[config.mk]
export PLATFORM = sky130hd
export DESIGN_NAME = rpn_seq_ctrl
export DESIGN_NICKNAME = d
export VERILOG_FILES = /design/src/rtl/rpn_pkg.sv /design/src/rtl/rpn_seq_ctrl.sv
export SDC_FILE = /design/constraint.sdc
export NUM_CORES = 1
export LEC_CHECK = 0
export BUFFER_PORTS_ARGS = -buffer_cell sky130_fd_sc_hd__buf_4
export CORE_MARGIN = 1.5
export CORE_UTILIZATION = 47
export DETAILED_ROUTE_END_ITERATION = 16
export PLACE_DENSITY = 0.76
export SETUP_SLACK_MARGIN = 0.2
export SLEW_MARGIN = 0
export SYNTH_ARGS = -nofsm -noshare
export SYNTH_HDL_FRONTEND = slang
export SYNTH_SLANG_ARGS = --single-unit
[constraint.sdc]
create_clock -name clk -period 2.2 [get_ports clk]
set_input_delay 0.22 -clock clk [delete_from_list [all_inputs] [get_ports clk]]
set_output_delay 0.22 -clock clk [all_outputs]
set_load 0.02 [all_outputs]
[src/rtl/rpn_pkg.sv]
// Shared definitions for the RPN calculator sequencing controller:
// command opcodes, ALU opcode constants, completion status and FSM states.
package rpn_pkg;

    typedef enum logic [3:0] {
        CMD_PUSH  = 4'd0,
        CMD_POP   = 4'd1,
        CMD_ADD   = 4'd2,
        CMD_SUB   = 4'd3,
        CMD_SLL   = 4'd4,
        CMD_SRL   = 4'd5,
        CMD_SLTU  = 4'd6,
        CMD_AND   = 4'd7,
        CMD_OR    = 4'd8,
        CMD_NOR   = 4'd9,
        CMD_XOR   = 4'd10,
        CMD_MULLO = 4'd11,
        CMD_SWAP  = 4'd12
    } rpn_cmd_e;

    localparam logic [3:0] ALU_AND   = 4'b0000;
    localparam logic [3:0] ALU_OR    = 4'b0001;
    localparam logic [3:0] ALU_XOR   = 4'b0010;
    localparam logic [3:0] ALU_NOR   = 4'b0011;
    localparam logic [3:0] ALU_ADD   = 4'b0100;
    localparam logic [3:0] ALU_SUB   = 4'b0101;
    localparam logic [3:0] ALU_MULTU = 4'b0110;
    localparam logic [3:0] ALU_SLL   = 4'b1000;
    localparam logic [3:0] ALU_SRL   = 4'b1001;
    localparam logic [3:0] ALU_SLTU  = 4'b1101;

    typedef enum logic [1:0] {
        ST_OK  = 2'd0,
        ST_OVF = 2'd1,
        ST_UNF = 2'd2
    } rpn_status_e;

    typedef enum logic [2:0] {
        S_IDLE  = 3'd0,
        S_POP1  = 3'd1,
        S_POP2  = 3'd2,
        S_EXEC  = 3'd3,
        S_PUSH1 = 3'd4,
        S_PUSH2 = 3'd5,
        S_DONE  = 3'd6,
        S_ERR   = 3'd7
    } state_e;

    // Binary stack command -> ALU opcode; non-ALU commands map to ADD.
    function automatic logic [3:0] cmd_to_aluop(input rpn_cmd_e cmd);
        logic [3:0] op;
        case (cmd)
            CMD_ADD:   op = ALU_ADD;
            CMD_SUB:   op = ALU_SUB;
            CMD_SLL:   op = ALU_SLL;
            CMD_SRL:   op = ALU_SRL;
            CMD_SLTU:  op = ALU_SLTU;
            CMD_AND:   op = ALU_AND;
            CMD_OR:    op = ALU_OR;
            CMD_NOR:   op = ALU_NOR;
            CMD_XOR:   op = ALU_XOR;
            CMD_MULLO: op = ALU_MULTU;
            default:   op = ALU_ADD;
        endcase
        return op;
    endfunction

endpackage

[src/rtl/rpn_seq_ctrl.sv]
// Sequencing controller: accepts one decoded RPN command at a time and walks
// the stack/ALU through the per-command pop/exec/push micro-sequence, with
// depth tracking for overflow/underflow detection and a completion counter.
module rpn_seq_ctrl #(
    parameter  int DEPTH = 8,
    parameter  int W     = 32,
    localparam int DW    = $clog2(DEPTH + 1)
) (
    input  logic          clk,
    input  logic          rst,
    input  logic          cmd_valid,
    output logic          cmd_ready,
    input  logic [3:0]    cmd_op,
    input  logic [15:0]   cmd_val,
    output logic          stk_pop,
    output logic          stk_push,
    output logic [W-1:0]  stk_din,
    input  logic [W-1:0]  stk_top,
    input  logic [W-1:0]  stk_next,
    output logic [3:0]    alu_op,
    output logic [W-1:0]  alu_a,
    output logic [W-1:0]  alu_b,
    output logic [7:0]    alu_shamt,
    input  logic [W-1:0]  alu_lo,
    output logic          done,
    output logic [1:0]    status,
    output logic [DW-1:0] depth,
    output logic [7:0]    op_count
);
    import rpn_pkg::*;

    localparam logic [DW-1:0] DEPTH_MAX = DW'(DEPTH);

    state_e          state_q;
    rpn_cmd_e        op_q;
    rpn_cmd_e        cmd_s;
    rpn_status_e     status_q;
    logic [W-1:0]    a_q;
    logic [W-1:0]    b_q;
    logic [W-1:0]    din_q;
    logic [W-1:0]    alu_a_q;
    logic [W-1:0]    alu_b_q;
    logic [3:0]      alu_op_q;
    logic [7:0]      shamt_q;
    logic            ready_q;
    logic            pop_q;
    logic            push_q;
    logic            done_q;
    logic [DW-1:0]   depth_q;
    logic [DW-1:0]   depth_d;
    logic [7:0]      cnt_q;

    assign cmd_s = rpn_cmd_e'(cmd_op);

    // Depth follows the strobes on the same edge the stack commits them.
    always_comb begin
        depth_d = depth_q;
        if (push_q) begin
            depth_d = depth_q + DW'(1);
        end else if (pop_q) begin
            depth_d = depth_q - DW'(1);
        end else begin
            depth_d = depth_q;
        end
    end

    // Command FSM; every output is registered alongside the state transition.
    always_ff @(posedge clk) begin
        if (rst) begin
            state_q  <= S_IDLE;
            op_q     <= CMD_PUSH;
            status_q <= ST_OK;
            a_q      <= '0;
            b_q      <= '0;
            din_q    <= '0;
            alu_a_q  <= '0;
            alu_b_q  <= '0;
            alu_op_q <= ALU_ADD;
            shamt_q  <= 8'd0;
            ready_q  <= 1'b1;
            pop_q    <= 1'b0;
            push_q   <= 1'b0;
            done_q   <= 1'b0;
            depth_q  <= '0;
            cnt_q    <= 8'd0;
        end else begin
            pop_q   <= 1'b0;
            push_q  <= 1'b0;
            done_q  <= 1'b0;
            depth_q <= depth_d;
            case (state_q)
                S_IDLE: begin
                    if (cmd_valid) begin
                        ready_q <= 1'b0;
                        op_q    <= cmd_s;
                        a_q     <= stk_top;
                        b_q     <= stk_next;
                        case (cmd_s)
                            CMD_PUSH: begin
                                if (depth_q == DEPTH_MAX) begin
                                    state_q  <= S_ERR;
                                    done_q   <= 1'b1;
                                    status_q <= ST_OVF;
                                end else begin
                                    state_q <= S_PUSH1;
                                    push_q  <= 1'b1;
                                    din_q   <= {{(W-16){1'b0}}, cmd_val};
                                end
                            end
                            CMD_POP: begin
                                if (depth_q == DW'(0)) begin
                                    state_q  <= S_ERR;
                                    done_q   <= 1'b1;
                                    status_q <= ST_UNF;
                                end else begin
                                    state_q <= S_POP1;
                                    pop_q   <= 1'b1;
                                end
                            end
                            CMD_ADD, CMD_SUB, CMD_SLL, CMD_SRL, CMD_SLTU,
                            CMD_AND, CMD_OR, CMD_NOR, CMD_XOR, CMD_MULLO,
                            CMD_SWAP: begin
                                if (depth_q < DW'(2)) begin
                                    state_q  <= S_ERR;
                                    done_q   <= 1'b1;
                                    status_q <= ST_UNF;
                                end else begin
                                    state_q <= S_POP1;
                                    pop_q   <= 1'b1;
                                end
                            end
                            default: begin
                                // Unassigned opcode: complete as a no-op, not counted.
                                state_q  <= S_DONE;
                                done_q   <= 1'b1;
                                status_q <= ST_OK;
                            end
                        endcase
                    end else begin
                        ready_q <= 1'b1;
                    end
                end
                S_POP1: begin
                    if (op_q == CMD_POP) begin
                        state_q  <= S_DONE;
                        done_q   <= 1'b1;
                        status_q <= ST_OK;
                        cnt_q    <= cnt_q + 8'd1;
                    end else begin
                        state_q <= S_POP2;
                        pop_q   <= 1'b1;
                    end
                end
                S_POP2: begin
                    if (op_q == CMD_SWAP) begin
                        state_q <= S_PUSH1;
                        push_q  <= 1'b1;
                        din_q   <= a_q;
                    end else begin
                        // ALU sees a = second-to-top, b = top for the EXEC cycle.
                        state_q  <= S_EXEC;
                        alu_op_q <= cmd_to_aluop(op_q);
                        alu_a_q  <= b_q;
                        alu_b_q  <= a_q;
                        shamt_q  <= {3'b000, a_q[4:0]};
                    end
                end
                S_EXEC: begin
                    // The ALU result is captured straight into the write-data register.
                    state_q <= S_PUSH1;
                    push_q  <= 1'b1;
                    din_q   <= alu_lo;
                end
                S_PUSH1: begin
                    if (op_q == CMD_SWAP) begin
                        state_q <= S_PUSH2;
                        push_q  <= 1'b1;
                        din_q   <= b_q;
                    end else begin
                        state_q  <= S_DONE;
                        done_q   <= 1'b1;
                        status_q <= ST_OK;
                        cnt_q    <= cnt_q + 8'd1;
                    end
                end
                S_PUSH2: begin
                    state_q  <= S_DONE;
                    done_q   <= 1'b1;
                    status_q <= ST_OK;
                    cnt_q    <= cnt_q + 8'd1;
                end
                S_DONE: begin
                    state_q <= S_IDLE;
                    ready_q <= 1'b1;
                end
                S_ERR: begin
                    state_q <= S_IDLE;
                    ready_q <= 1'b1;
                end
                default: begin
                    state_q <= S_IDLE;
                    ready_q <= 1'b1;
                end
            endcase
        end
    end

    assign cmd_ready = ready_q;
    assign stk_pop   = pop_q;
    assign stk_push  = push_q;
    assign stk_din   = din_q;
    assign alu_op    = alu_op_q;
    assign alu_a     = alu_a_q;
    assign alu_b     = alu_b_q;
    assign alu_shamt = shamt_q;
    assign done      = done_q;
    assign status    = status_q;
    assign depth     = depth_q;
    assign op_count  = cnt_q;

endmodule
==> out/qor.yml <==
power.density_nw_per_um2: 1090
status: "finished, final reports clean"
hp-class: "in2reg"
portBuffers: 241
skew_ps: 10.6
final_antenna_net_count: 0
finalMaxSlewViolations: 0
htree_levels: 4
drive_above_1_share_pct: 27.8
avgSynthCellArea_um2: 7.86
antennaDiodeCount: 0
synthCells: 1056
clock_latency_ps: 440
detail_route.vias_per_cell: 5.74
p_clk_share_pct: 25.2
relSlewSlack_pct: 44.8
finalCoreUtilization_pct: 64.8
final_cell_mix: "nand2_1, buf_4, dfxtp_1, a21oi_1, nand3b_1"
synth_cell_type_count: 51
routed_wl_mm: 27.6
min_period_over_period_pct: 95.0
syn_to_final_growth_pct: 35.1
tightestPinTransition_ps: 827
dieArea_um2: 18500
ioPinCount: 245
synthArstFlopShare_pct: 0
cp.required_ps: 2520
period_minus_slack_ps: 2090
chipHeight_um: 136
final_common_cell: "nand2_1"
intPower_w: 0.00744
cts_max_path_buffers: 2
seq_area_frac_synth_pct: 45.6
place_congestion: 0.881
dp_cells: 1451
worst_slack_ps: 110
yosys_most_used_dff: "dfxtp_1"
vias: 8549
path_max_fanout: 7
p_seq_share_pct: 36.0
coreArea_um2: 17300
die_w_um: 136
fill_cells: 1501
final.setup.tns_ps: 0
antenna_found_initial: 0
cts_root_buf: "clkbuf_16"
combPwrFrac_pct: 38.8
leakagePower_nw: 4.52
max_cap_violations: 0
synth_edf_count: 0
start_util_pct: 48.0
power.switching_w: 0.00475
ir_worst_vdd_mv: 0.748
num_rows: 48
ys_ff_latch: 189
p_sw_share_pct: 39.0
grt_max_degree: 71
routedWlPerCell_um: 18.5
critPathArrivalTime_ps: 2410
cts_num_sinks: 189
holdBufCountCts: 0
crit_type: "reg2reg"
fmax_mhz: 479
cts.clk_slew.worst_paths_ps: 70
netlist_area_um2: 8300
grt_first_pass_wirelength_mm: 41.0
grt-ovfl-total: 0
place_ws_ps: 15.6
hold-worst-slack_ps: 26.6
drt_pre_antenna_iters: 5
grt_use_total_pct: 28.8
end_kind: "register"
grt_pass1_vias: 7532
hold_viol_final: 0
drc: 0
cts_buffers: 17
final_cells: 1490
drt_first_iter_violations: 931
yosysWarnings: 0
setup_violations: 0
dpl.hpwl_mm: 18.1
layout.nets: 1380
critPathLaunchType: "register"
rsz0062_at_grt: "yes"
tritoncts: "built"
## power groups by stage
stage                     combinational (W)  clock [W]  sequential, W
after global placement              0.00436          0        0.00443
after floorplan                     0.00264          0        0.00458
final                               0.00473    0.00307        0.00439
after global routing                0.00509    0.00326        0.00445
after detailed placement            0.00443          0        0.00443
after CTS                           0.00458    0.00311        0.00437
## final cells by class
| class | count | area (µm²) | area share, % |
|---|---|---|---|
| Tap cell | 225 | 282 | 2.51 |
| Timing Repair Buffer | 277 | 2280 | 20.4 |
| Multi-Input combinational cell | 745 | 4200 | 37.4 |
| Clock inverter | 12 | 123 | 1.09 |
| Clock buffer | 20 | 457 | 4.07 |
| Inverter | 22 | 82.6 | 0.736 |
| Sequential cell | 189 | 3790 | 33.8 |
## kinds of logic (layout without fill, tap and decap cells)
logic type                 count (synthesis)  count (layout)  synth area share, %
other                                      1               3               0.0452
muxes                                     15              15                 1.82
adders and majority gates                  9               9                 1.45
xor gates and xnor gates                   3               3                0.317
and+or+nand+nor                          450             452                 25.5
AOI/OAI and AO/OA                        263             263                 19.0
buffers and inverters                    126             331                 6.30
DFF                                      189             189                 45.6
## final timing paths
path,start,endpoint,slack [ps],cells past startpoint
max,state_q[0],stk_din[31],110,6
min,stk_top[2],a_q[2],30,3
max reg2reg,state_q[0],stk_din[31],110,6
min reg2reg,alu_a[29],alu_a[29],460,2
## critical path, cell delays in order, from the launching register on
cell and delay (ps):
dfxtp_2 320, or4b_4 530, or3_4 450, buf_12 150, buf_16 130, a311oi_2 290
a211oi_2 90
## synthesized netlist by cell type, types with 4 or more instances
master,instances,area [µm²]
nand2_1,297,1110
dfxtp_1,189,3780
a21oi_1,169,846
clkbuf_1,82,308
nand3b_1,37,278
inv_1,22,82.6
a211oi_1,18,135
and3_1,18,113
a311oi_1,16,140
nand3_1,15,75.1
mux2i_1,14,140
nor2_1,13,48.8
nor2b_1,13,81.3
o221ai_1,12,105
o31ai_1,12,90.1
nand4_1,11,68.8
nand4b_1,11,96.3
o21ai_0,10,50.1
buf_1,8,30.0
buf_4,8,60.1
ha_1,8,100
nand2b_1,7,43.8
or3_1,7,43.8
nor3b_1,5,37.5
o311a_1,5,50.1
buf_2,4,20.0
nor3_1,4,20.0
## layer usage
metal / share of wire (%) / wire [µm] / track usage (%) / up-vias
li1: - / - / - / 4034
met1: 43 / 12000 / 40.5 / 4057
met2: 45 / 12300 / 43.0 / 399
met3: 9.3 / 2580 / 7.31 / 59
met4: 2.6 / 729 / 9.69 / 0
met5: 0 / 0 / 0 / -
## through the flow
stage	total power [W]	area [µm²]
floorplan	0.00722	8330
global placement	0.00879	10300
detailed placement	0.00886	10300
CTS	0.0121	11100
global route	0.0128	11200
finish	0.0122	11200
## state kept, by name, summed over array words and instances (netlist names), 2 cells and up
register and cells:
stk_din 32, alu_b 32, alu_a 32, state_q 3, alu_op 4, op_count 8
op_q 4, a_q 32, b_q 32, depth 4, status 2
## repair_timing
item                                    in CTS  in global routing
endpoints found under the setup margin      45                 40
resized for setup                           27                 24
gates cloned                                 3                  1
pin swaps                                    3                  7
hold endpoints to repair                     0                  0
buffers inserted                             2                  1
No activity file was read; power rests on OpenSTA's default activity.
